## src/rtl/alu_pkg.sv

```systemverilog
// rtl/alu_pkg.sv - shared ALU opcodes, multiplier FSM states and iteration count
package alu_pkg;

    localparam logic [3:0] ALU_AND = 4'b0000;
    localparam logic [3:0] ALU_OR  = 4'b0001;
    localparam logic [3:0] ALU_ADD = 4'b0010;
    localparam logic [3:0] ALU_SUB = 4'b0110;
    localparam logic [3:0] ALU_SLT = 4'b0111;
    localparam logic [3:0] ALU_NOR = 4'b1100;

    localparam int MUL_ITER = 32;

    typedef enum logic [1:0] {
        IDLE = 2'd0,
        RUN  = 2'd1,
        DONE = 2'd2
    } mul_state_t;

endpackage

```

## src/rtl/alu.sv

```systemverilog
// rtl/alu.sv - 32-bit ripple-carry ALU (AND/OR/ADD/SUB/SLT/NOR)
module alu
    import alu_pkg::*;
#(
    parameter int WIDTH = 32
) (
    input  logic             rst_n,
    input  logic [3:0]       ALU_control,
    input  logic [WIDTH-1:0] src1,
    input  logic [WIDTH-1:0] src2,
    output logic [WIDTH-1:0] result,
    output logic             zero,
    output logic             cout
);

    logic             w_sub;
    logic [WIDTH-1:0] w_b;
    logic [WIDTH-1:0] w_sum;
    logic [WIDTH:0]   w_c;
    logic             w_ovf;

    assign w_sub = (ALU_control == ALU_SUB) || (ALU_control == ALU_SLT);
    assign w_b   = w_sub ? ~src2 : src2;

    always_comb begin
        w_c    = '0;
        w_sum  = '0;
        w_c[0] = w_sub;
        for (int i = 0; i < WIDTH; i++) begin
            w_sum[i]  = src1[i] ^ w_b[i] ^ w_c[i];
            w_c[i+1]  = (src1[i] & w_b[i]) | (w_c[i] & (src1[i] ^ w_b[i]));
        end
    end

    // Signed overflow corrects the sign bit for SLT.
    assign w_ovf = (src1[WIDTH-1] == w_b[WIDTH-1]) && (w_sum[WIDTH-1] != src1[WIDTH-1]);

    always_comb begin
        result = '0;
        if (rst_n) begin
            case (ALU_control)
                ALU_AND: result = src1 & src2;
                ALU_OR:  result = src1 | src2;
                ALU_ADD: result = w_sum;
                ALU_SUB: result = w_sum;
                ALU_SLT: result = {{(WIDTH-1){1'b0}}, w_sum[WIDTH-1] ^ w_ovf};
                ALU_NOR: result = ~(src1 | src2);
                default: result = '0;
            endcase
        end
    end

    assign zero = (result == '0);
    assign cout = rst_n & w_c[WIDTH];

endmodule

```

## src/rtl/alu_mul_seq.sv

```systemverilog
// rtl/alu_mul_seq.sv - sequential 32x32->64 unsigned shift-add multiplier on one ALU
module alu_mul_seq
    import alu_pkg::*;
#(
    parameter int WIDTH = 32
) (
    input  logic               clk,
    input  logic               rst_n,
    input  logic               start,
    input  logic [WIDTH-1:0]   multiplicand,
    input  logic [WIDTH-1:0]   multiplier,
    output logic               busy,
    output logic               done,
    output logic [2*WIDTH-1:0] product,
    output logic               product_zero
);

    localparam logic [4:0] LAST_CNT = 5'(MUL_ITER - 1);

    mul_state_t       r_state;
    logic [WIDTH-1:0] r_m;
    logic [WIDTH-1:0] r_p_hi;
    logic [WIDTH-1:0] r_p_lo;
    logic [4:0]       r_cnt;

    logic [WIDTH-1:0] w_sum;
    logic             w_carry;
    logic             w_alu_zero;
    logic             w_alu_cout;
    logic             w_unused;

    alu #(.WIDTH(WIDTH)) u_alu (
        .rst_n       (rst_n),
        .ALU_control (ALU_ADD),
        .src1        (r_p_hi),
        .src2        (r_m),
        .result      (w_sum),
        .zero        (w_alu_zero),
        .cout        (w_alu_cout)
    );

    assign w_unused = w_alu_zero ^ w_alu_cout;

    // Carry-out recovered from operand and sum MSBs so the ALU's cout is not needed.
    assign w_carry = (r_p_hi[WIDTH-1] & r_m[WIDTH-1])
                   | ((r_p_hi[WIDTH-1] | r_m[WIDTH-1]) & ~w_sum[WIDTH-1]);

    always_ff @(posedge clk or negedge rst_n) begin
        if (!rst_n) begin
            r_state <= IDLE;
            r_m     <= '0;
            r_p_hi  <= '0;
            r_p_lo  <= '0;
            r_cnt   <= '0;
        end else begin
            case (r_state)
                IDLE, DONE: begin
                    if (start) begin
                        r_m     <= multiplicand;
                        r_p_hi  <= '0;
                        r_p_lo  <= multiplier;
                        r_cnt   <= '0;
                        r_state <= RUN;
                    end else begin
                        r_state <= IDLE;
                    end
                end
                RUN: begin
                    if (r_p_lo[0]) begin
                        {r_p_hi, r_p_lo} <= {w_carry, w_sum, r_p_lo[WIDTH-1:1]};
                    end else begin
                        {r_p_hi, r_p_lo} <= {1'b0, r_p_hi, r_p_lo[WIDTH-1:1]};
                    end
                    r_cnt <= r_cnt + 5'd1;
                    if (r_cnt == LAST_CNT) begin
                        r_state <= DONE;
                    end
                end
                default: r_state <= IDLE;
            endcase
        end
    end

    assign busy         = (r_state == RUN);
    assign done         = (r_state == DONE);
    assign product      = {r_p_hi, r_p_lo};
    assign product_zero = (product == '0);

endmodule

```

## config.mk

```make
export PLATFORM = sky130hd
export DESIGN_NAME = alu_mul_seq
export DESIGN_NICKNAME = d
export VERILOG_FILES = /design/src/rtl/alu_pkg.sv /design/src/rtl/alu.sv /design/src/rtl/alu_mul_seq.sv
export SDC_FILE = /design/constraint.sdc
export NUM_CORES = 1
export LEC_CHECK = 0
export BUFFER_PORTS_ARGS = -buffer_cell sky130_fd_sc_hd__buf_4
export CAP_MARGIN = 10
export CORE_ASPECT_RATIO = 1.1
export CORE_MARGIN = 1
export CORE_UTILIZATION = 44
export DETAILED_ROUTE_END_ITERATION = 6
export PLACE_DENSITY = 0.74
export RECOVER_POWER = 100
export SLEW_MARGIN = 10
export SYNTH_ARGS = -nofsm -noshare
export SYNTH_HDL_FRONTEND = slang
export SYNTH_SLANG_ARGS = --single-unit
```

## constraint.sdc

```tcl
create_clock -name clk -period 20.7 [get_ports clk]
set_input_delay 3.105 -clock clk [delete_from_list [all_inputs] [get_ports clk]]
set_output_delay 3.105 -clock clk [all_outputs]
set_load 0.02 [all_outputs]
```

==> Yosys cells after proc, flatten, opt, wreduce, memory -nomap -nowiden <==
Cells that the tools add are included.
{ "totals": {"in_bits": 67, "output_inout_bits": 67, "ff_bits": 103} }
{ "op_classes": {"n_reduce_logical": 6, "add_sub_neg": 1, "muxes": 12, "n_eq_ne": 5, "bitwise_logic": 159} }
{ "ops": {"columns": ["operator", "n"], "rows": [
  ["$mux 32", 5],
  ["$pmux 32 s2", 2],
  ["$logic_not 64->1", 1],
  ["$and 1x1->1", 63],
  ["$xor 1x1->1", 63],
  ["$or 1x1->1", 32],
  ["$pmux 5 s2", 1],
  ["$add 5x1->5 const B", 1],
  ["$eq 5x5->1 const B", 1],
  ["$mux 5", 1],
  ["$pmux 2 s2", 1],
  ["$reduce_and 2->1", 2],
  ["$eq 2x1->1 const B", 1],
  ["$eq 2x2->1 const B", 1],
  ["$logic_not 2->1", 1],
  ["$mux 2", 1],
  ["$ne 2x1->1 const B", 1],
  ["$ne 2x2->1 const B", 1],
  ["$reduce_bool 2->1", 1],
  ["$reduce_or 2->1", 1],
  ["$mux 1", 1],
  ["$not 1->1", 1]
]} }

==> Depth between registers and ports, before layout <==
Gate-level depths: netlist of the first run.
{ "depth": {"word_depth": 68, "ltp_mapped": 37, "ltp_nobuf": 37} }

==> Hierarchy <==
From an unflattened synthesis of the first run, not the netlist that was laid out.
{ "hier_totals": {"cells_unflattened": 717, "area_unflattened_um2": 6815.3} }
{ "by_module_without_submodules": {"columns": ["mod", "area_each_um2", "n_inst", "cells_per_inst"], "rows": [
  ["alu_mul_seq", 4575.6, 1, 439],
  ["alu", 2239.6, 1, 278]
]} }

==> Worst setup path after synthesis of the first run <==
OpenSTA, ideal clock, no wires.
{ "synth_timing": {"path_kind": "register -> register", "from": "register r_p_hi[0]", "to": "register r_p_hi[31]", "required_time_ps": 20573, "period_less_slack_ps": 12461, "slack_ps": 8239, "arrival_time_ps": 12335, "path_stages_with_launch": 38, "n_path_buf": 0, "cell_sequence": "dfrtp_1 -> ha_1 -> inv_1 -> fa_1 -> fa_1 -> fa_1 -> fa_1 -> fa_1 -> fa_1 -> fa_1 -> fa_1 -> fa_1 -> fa_1 -> fa_1 -> fa_1 -> fa_1 -> fa_1 -> fa_1 -> [... 2 more ...] -> fa_1 -> fa_1 -> fa_1 -> fa_1 -> fa_1 -> fa_1 -> fa_1 -> fa_1 -> fa_1 -> fa_1 -> fa_1 -> fa_1 -> inv_1 -> fa_1 -> xor2_1 -> a21oi_1 -> o21ai_0 -> o21ai_0"} }
{ "synth_between": {"elab_chain_cells": 68} }
{ "synth_rtl": {"columns": ["element", "line", "text"], "rows": [
  ["from (decl)", "alu_mul_seq.sv:22", "logic [WIDTH-1:0] r_p_hi;"],
  ["from (signal assigned)", "alu_mul_seq.sv:70", "{r_p_hi, r_p_lo} <= {w_carry, w_sum, r_p_lo[WIDTH-1:1]};"],
  ["from (signal assigned)", "alu_mul_seq.sv:72", "{r_p_hi, r_p_lo} <= {1'b0, r_p_hi, r_p_lo[WIDTH-1:1]};"],
  ["$and 1x1->1 (2 in series)", "alu.sv:31", "w_c[i+1] = (src1[i] & w_b[i]) | (w_c[i] & (src1[i] ^ w_b[i]));"],
  ["$or 1x1->1", "alu.sv:31", null],
  ["$and 1x1->1", "alu.sv:31", null],
  ["$or 1x1->1", "alu.sv:31", null],
  ["$and 1x1->1", "alu.sv:31", null],
  ["$or 1x1->1", "alu.sv:31", null],
  ["$and 1x1->1", "alu.sv:31", null],
  ["$or 1x1->1", "alu.sv:31", null],
  ["[... 51 more ...]", null, null],
  ["$or 1x1->1", "alu.sv:31", null],
  ["$xor 1x1->1", "alu.sv:30", "w_sum[i] = src1[i] ^ w_b[i] ^ w_c[i];"],
  ["$mux 32", "alu.sv:40", "if (rst_n) begin"],
  ["$not 1->1", "alu_mul_seq.sv:46", "| ((r_p_hi[WIDTH-1] | r_m[WIDTH-1]) & ~w_sum[WIDTH-1]);"],
  ["$and 1x1->1", "alu_mul_seq.sv:46", null],
  ["$or 1x1->1", "alu_mul_seq.sv:46", null],
  ["$mux 32", "alu_mul_seq.sv:69", "if (r_p_lo[0]) begin"],
  ["$pmux 32 s2", "alu_mul_seq.sv:56", "case (r_state)"]
]} }
No other way between the ends.
A chain may end at the register's enable or synchronous reset.

==> Worst setup path in the final report of the first run <==
Same ends and word-level chain as after synthesis.

==> results of run 1 <==
[stage by stage]
stage	power [mW]	setup slack, ns	cells
after floorplan	0.7006	8.239	509
after detailed placement	0.8814	7.725	764
after global placement	0.8581	7.948	764
final	1.026	7.477	780
after CTS	1.070	7.609	780
after global routing	1.109	7.010	780
[placed cells by master (no fill, tap or decap)]
cell        Yosys  final
fa_1           30     30
nor2_1          2      3
buf_4           6     65
a22o_1         31     31
nand4_1         5      5
nor4_1         17     17
and2_1          1      1
clkbuf_16       0      9
clkbuf_8        0      1
and2b_2         0      1
xor2_1          1      1
clkinvlp_2      0      1
nand2b_1        2      2
clkbuf_4        0      1
a311oi_1        1      1
inv_1          62     62
o22ai_1        29     29
a31oi_1         3      3
clkinvlp_4      0      1
nand2_1       105    105
and3_1          1      1
nand3_1         1      1
clkinv_2        0      1
clkbuf_1        8     72
bufinv_16       0      2
nor2b_1         3      3
clkinv_4        1      1
ha_1            5      5
a22oi_1        31     31
dfrtp_1       103    103
a21oi_1         2      2
o21ai_0        38     39
[critical path: cells and delay by family, from the launching register on]
kind,cells,cell delay [ns]
buf+inv,2,0.14
xor+xnor,1,0.19
compound gates,3,0.47
fa+ha+maj,31,11.90
flops,1,0.43
[final cells by class]
class,count,area (um^2)
Inverter,63,237.7
Fill cell,1047,5211
Timing Repair Buffer,137,762.0
Tap cell,150,187.7
Sequential cell,103,2577
Clock buffer,11,242.7
Multi-Input combinational cell,311,2191
Clock inverter,5,81.33
[report_power, final]
part | switching [mW] | internal, mW
registers | 0.0767 | 0.290
clock network | 0.0745 | 0.109
logic | 0.298 | 0.178
total | 0.449 | 0.576
[logic make-up after synthesis]
| logic type | count (synthesis) |
|---|---|
| buffers and inverters | 95 |
| xor gates and xnor gates | 1 |
| adders and majority gates | 35 |
| AOI/OAI and AO/OA | 136 |
| DFF | 103 |
| and+or+nand+nor | 139 |
[registers in the layout, summed over array words and instances (netlist names)]
signal   cells
r_m         32
r_p_lo      32
r_cnt        5
r_p_hi      32
r_state      2
[worst min path at each step]
stage,from,end
global route,r_m[0],r_m[0]
floorplan,r_cnt[3],r_cnt[3]
CTS,r_cnt[3],r_cnt[3]
detailed placement,r_m[0],r_m[0]
finish,r_cnt[3],r_cnt[3]
global placement,r_cnt[3],r_cnt[3]
[metal layers]
layer / GRT usage / share of wire / up-vias / wire [um]
met3: 0.04612 / 0.070 / 19 / 958
li1: - / - / 1958 / -
met1: 0.3162 / 0.42 / 2154 / 5743
met4: 0.07222 / 0.015 / 0 / 201
met2: 0.3842 / 0.49 / 179 / 6692
met5: 0 / 0 / - / 0
==> run metrics, run 1 <==
status=complete, but fails checks; failing checks=capacitance limit, slew limit; Area after DPL=6233 um^2; Power Dens Cells=163.4 nW/um^2; post-CTS sizing=0; Clk pin slew, worst setup/hold paths=0.07 ns; chip width=105.6 um; crit-path max FO=5; H-tree levels=3; Final Hold Slack=0.4823 ns; fmax=75.62 MHz; synth cell count leaders=nand2_1 (105), dfrtp_1 (103), inv_1 (62); drt pass-1 iters=5; Final Hold Viols=0; CP Data Arrival Time=13.44 ns; Final period util=0.6388; setup total negative slack=0 ns; post-synthesis mux area share=0; # setup viols final=0; Synth area leaders=dfrtp_1 (50%), fa_1 (12%), nand2_1 (7.6%); Final #Nets=727; VDD IR max=0.07353 mV; slew of the pin with the lowest slew margin=3.748 ns; post-route ant nets=0; Crit path largest cell delay=0.43 ns; Final Slew Violations=386; via count of the first global-routing pass=4,229; Worst path slowest cell=dfrtp_1; top cell type's share of synthesized area=0.4964; leading register cell type out of synthesis=dfrtp_1; critical path startpoint category=flop; most used cell, CP=fa_1; CTS tree=yes; Wirelength per Cell=17.43 um; FF-to-FF path depth=37; root buf cell=clkbuf_16; fin area=6280 um^2; Synth Area in Simple Gates=0.1169; top cell type by total area after synthesis=dfrtp_1; Slew HR=-1.499; postcts setup bufs=0; DRC viols=0; Congestion Overflow GR=0; largest net degree at the start of global routing=95; Synth Area in Adders=0.1277; Critical path origin=r_p_hi[0]; top-count cell post-synth=nand2_1; drt via density=5.526; ys async rst share=1.000; Worst R2R Start=r_p_hi[0]; Worst Skew=0.006381 ns; RSZ-0062 raised after global routing=false; crit path to=r_p_hi[31]; Starting Density=0.4519; syn_area_per_cell=10.20 um^2; DR iter-0 viols=291; RR Endpoint=r_p_hi[31]; post-layout util=0.5465; Syn Inst Count=509; Mapped Area=5192 um^2; Core Area=11,490 um^2; layout cells sized above 1=0.1317; port bufs=133; Die Area=12,240 um^2; Synth cell types=30; Crit. End Element=flop; largest family of logic cells by synthesized area=compound AO/OA/AOI/OAI gates; required time worst endpoint=20.92 ns; Die H=115.9 um; worst-skew pair later-pin latency=0.34 ns; Post-Syn Nets=611; initial antenna violation count=0; Synth Area in Compound Gates=0.1769; Total GRT Usage=0.2334; Min-Delay Path Class=flop to flop; CTS Buf Count=9; Yosys warning count=0; global-route wire length before repair=21,850 um; Max Cap Viol=7; Pleak=2.802 nW; R2R setup slack=7.48 ns; I/O pin total=134; HPWL Detailed=9261 um; DR vias=4,310; Clock Tree Buf Depth=2; Crit Path Category=flop to flop; area growth from synthesis to layout=20.94%; post-synthesis xor/xnor area fraction=0.001687; Total Wirelength=13,600 um; Post-synth EDFFs=0; gpl congestion=0.8042; Site Rows=41; register area share after synthesis=0.4964; cts hold-fix bufs=0; n_diodes=0; clock period minus worst slack=13.22 ns; CTS sink cnt=103; worst hold stages=1; number of synthesized register bits=103
Power figures use the tool's default switching activity.
==> run 2, diff against run 1 <==
- PLACE_DENSITY: 0.74 -> 0.77
- clock period: 20.7 -> 10.6 ns (I/O delays scaled with it)
==> run metrics, run 2 (synthesis gave the netlist of run 1 again) <==
# setup viols final=6; Final Hold Slack=0.4862 ns; Final #Nets=732; global-route wire length before repair=21,910 um; Int Pwr=1.104 mW; HPWL Detailed=9412 um; CP Data Arrival Time=11.86 ns; n_diodes=0; Crit Path Category=flop to flop; cts hold-fix bufs=0; Final Slew Violations=150; delay-heaviest family, CP=adder cells; sw frac=0.4493; Wirelength per Cell=17.30 um; Total GRT Usage=0.2335; CTS Buf Count=9; Largest regs=r_m x32, r_p_hi x32, r_p_lo x32; DR iter-0 viols=338; fin area=6394 um^2; critical path startpoint category=flop; clock period minus worst slack=11.65 ns; CTS tree=yes; Site Rows=41; Worst path slowest cell=dfrtp_1; Die H=115.9 um; largest net degree at the start of global routing=95; port bufs=133; via count of the first global-routing pass=4,265; Die Area=12,240 um^2; Final period util=1.099; Flop pwr share=0.355; Pleak=2.826 nW; initial antenna violation count=0; Max Cap Viol=2; drt pass-1 iters=5; VDD IR max=0.1335 mV; Core Area=11,490 um^2; layout cells sized above 1=0.2000; required time worst endpoint=10.81 ns; Final Hold Viols=0; drt via density=5.480; R2R setup slack=-1.05 ns; most common cell after layout, fill and taps aside=nand2_1; CTS sink cnt=103; worst-skew pair later-pin latency=0.35 ns; NetSw=0.9005 mW; DRC viols=0; Starting Density=0.4519; Clk pin slew, worst setup/hold paths=0.07 ns; gpl congestion=0.8435; Crit. End Element=flop; Congestion Overflow GR=0; Area after DPL=6351 um^2; Comb pwr share=0.488; most used cell, CP=fa_2; RSZ-0062 raised after global routing=true; DR vias=4,302; final worst slack=-1.053 ns; Worst Skew=0.01203 ns; status=complete, but fails checks; area growth from synthesis to layout=23.13%; Buf+Inv Stages, Crit Path=2; Crit path largest cell delay=0.39 ns; post-layout util=0.5564; post-route ant nets=0; Power Dens Cells=313.5 nW/um^2; Slew HR=-1.462; fmax=85.81 MHz; I/O pin total=134; crit-path max FO=2; slew of the pin with the lowest slew margin=3.693 ns; commonest cells after routing, fill and taps aside=nand2_1 (105), dfrtp_1 (101), buf_4 (74), clkbuf_1 (69), inv_1 (60); chip width=105.6 um; Clk network pwr share=0.157; root buf cell=clkbuf_16; Total Wirelength=13,580 um; failing checks=capacitance limit, slew limit, setup timing; H-tree levels=3; Min-Delay Path Class=flop to flop; Clock Tree Buf Depth=2
run 2: cell types whose count changed in the layout (fill, tap and decap cells not counted), moves of 3 or more:
| cell | change |
|---|---|
| fa_1 | -29 |
| fa_2 | +29 |
| buf_4 | +9 |
| clkinv_4 | +4 |
| clkbuf_1 | -3 |
| o22ai_1 | -3 |
| o22ai_2 | +3 |
run 2: path summary, 6_finish.rpt:
path / from / end / cells after the start
setup / recovery: r_m[0] / r_p_hi[31] / 37
hold / removal: r_cnt[3] / r_cnt[3] / 1
setup reg to reg: r_m[0] / r_p_hi[31] / 37
hold reg to reg: r_cnt[3] / r_cnt[3] / 1
max in group asynchronous: rst_n / r_p_hi[0] / 2
min in group asynchronous: rst_n / r_m[11] / 1
run 2: area by class of cell:
cell class	instances	area, um^2
fill	1059	5097
sequential	103	2580
timing repair buffer	142	814.5
clock inverter	5	43.79
inverter	63	241.5
tap	150	187.7
clock buffer	11	232.7
multi-input combinational	311	2293
run 2: per-stage QoR:
stage,TNS (ns),setup slack [ns],power [mW],cells
floorplan,-2.226,-0.6459,1.390,509
global placement,-3.061,-0.8414,1.700,768
detailed placement,-3.733,-1.011,1.754,768
CTS,-3.937,-1.029,2.080,784
global route,-5.561,-1.345,2.162,785
finish,-4.131,-1.053,2.004,785
run 2: layer usage:
metal | wire, um | share of wire | GRT usage
met5 | 0 | 0 | 0
met4 | 242 | 0.018 | 0.08981
met3 | 893 | 0.066 | 0.05118
met2 | 6705 | 0.49 | 0.3719
met1 | 5741 | 0.42 | 0.3158
run 2: power by group through the flow:
stage	clock, mW	combinational, mW	sequential [mW]
floorplan	0	0.597	0.794
global placement	0	0.992	0.708
detailed placement	0	1.04	0.717
CTS	0.322	1.05	0.711
global route	0.339	1.09	0.733
finish	0.314	0.979	0.711
run 2: timing repair:
action / CTS / global route
setup buffers: 0 / 1
gates resized for setup: 2 / 2
endpoints found under the setup margin: 6 / 6
run 2: worst register-to-register path, delay by kind of cell, from the launching register on:
kind,cells,cell delay [ns]
compound gates,3,0.34
buf+inv,2,0.09
fa+ha+maj,31,10.54
xor+xnor,1,0.18
flops,1,0.39
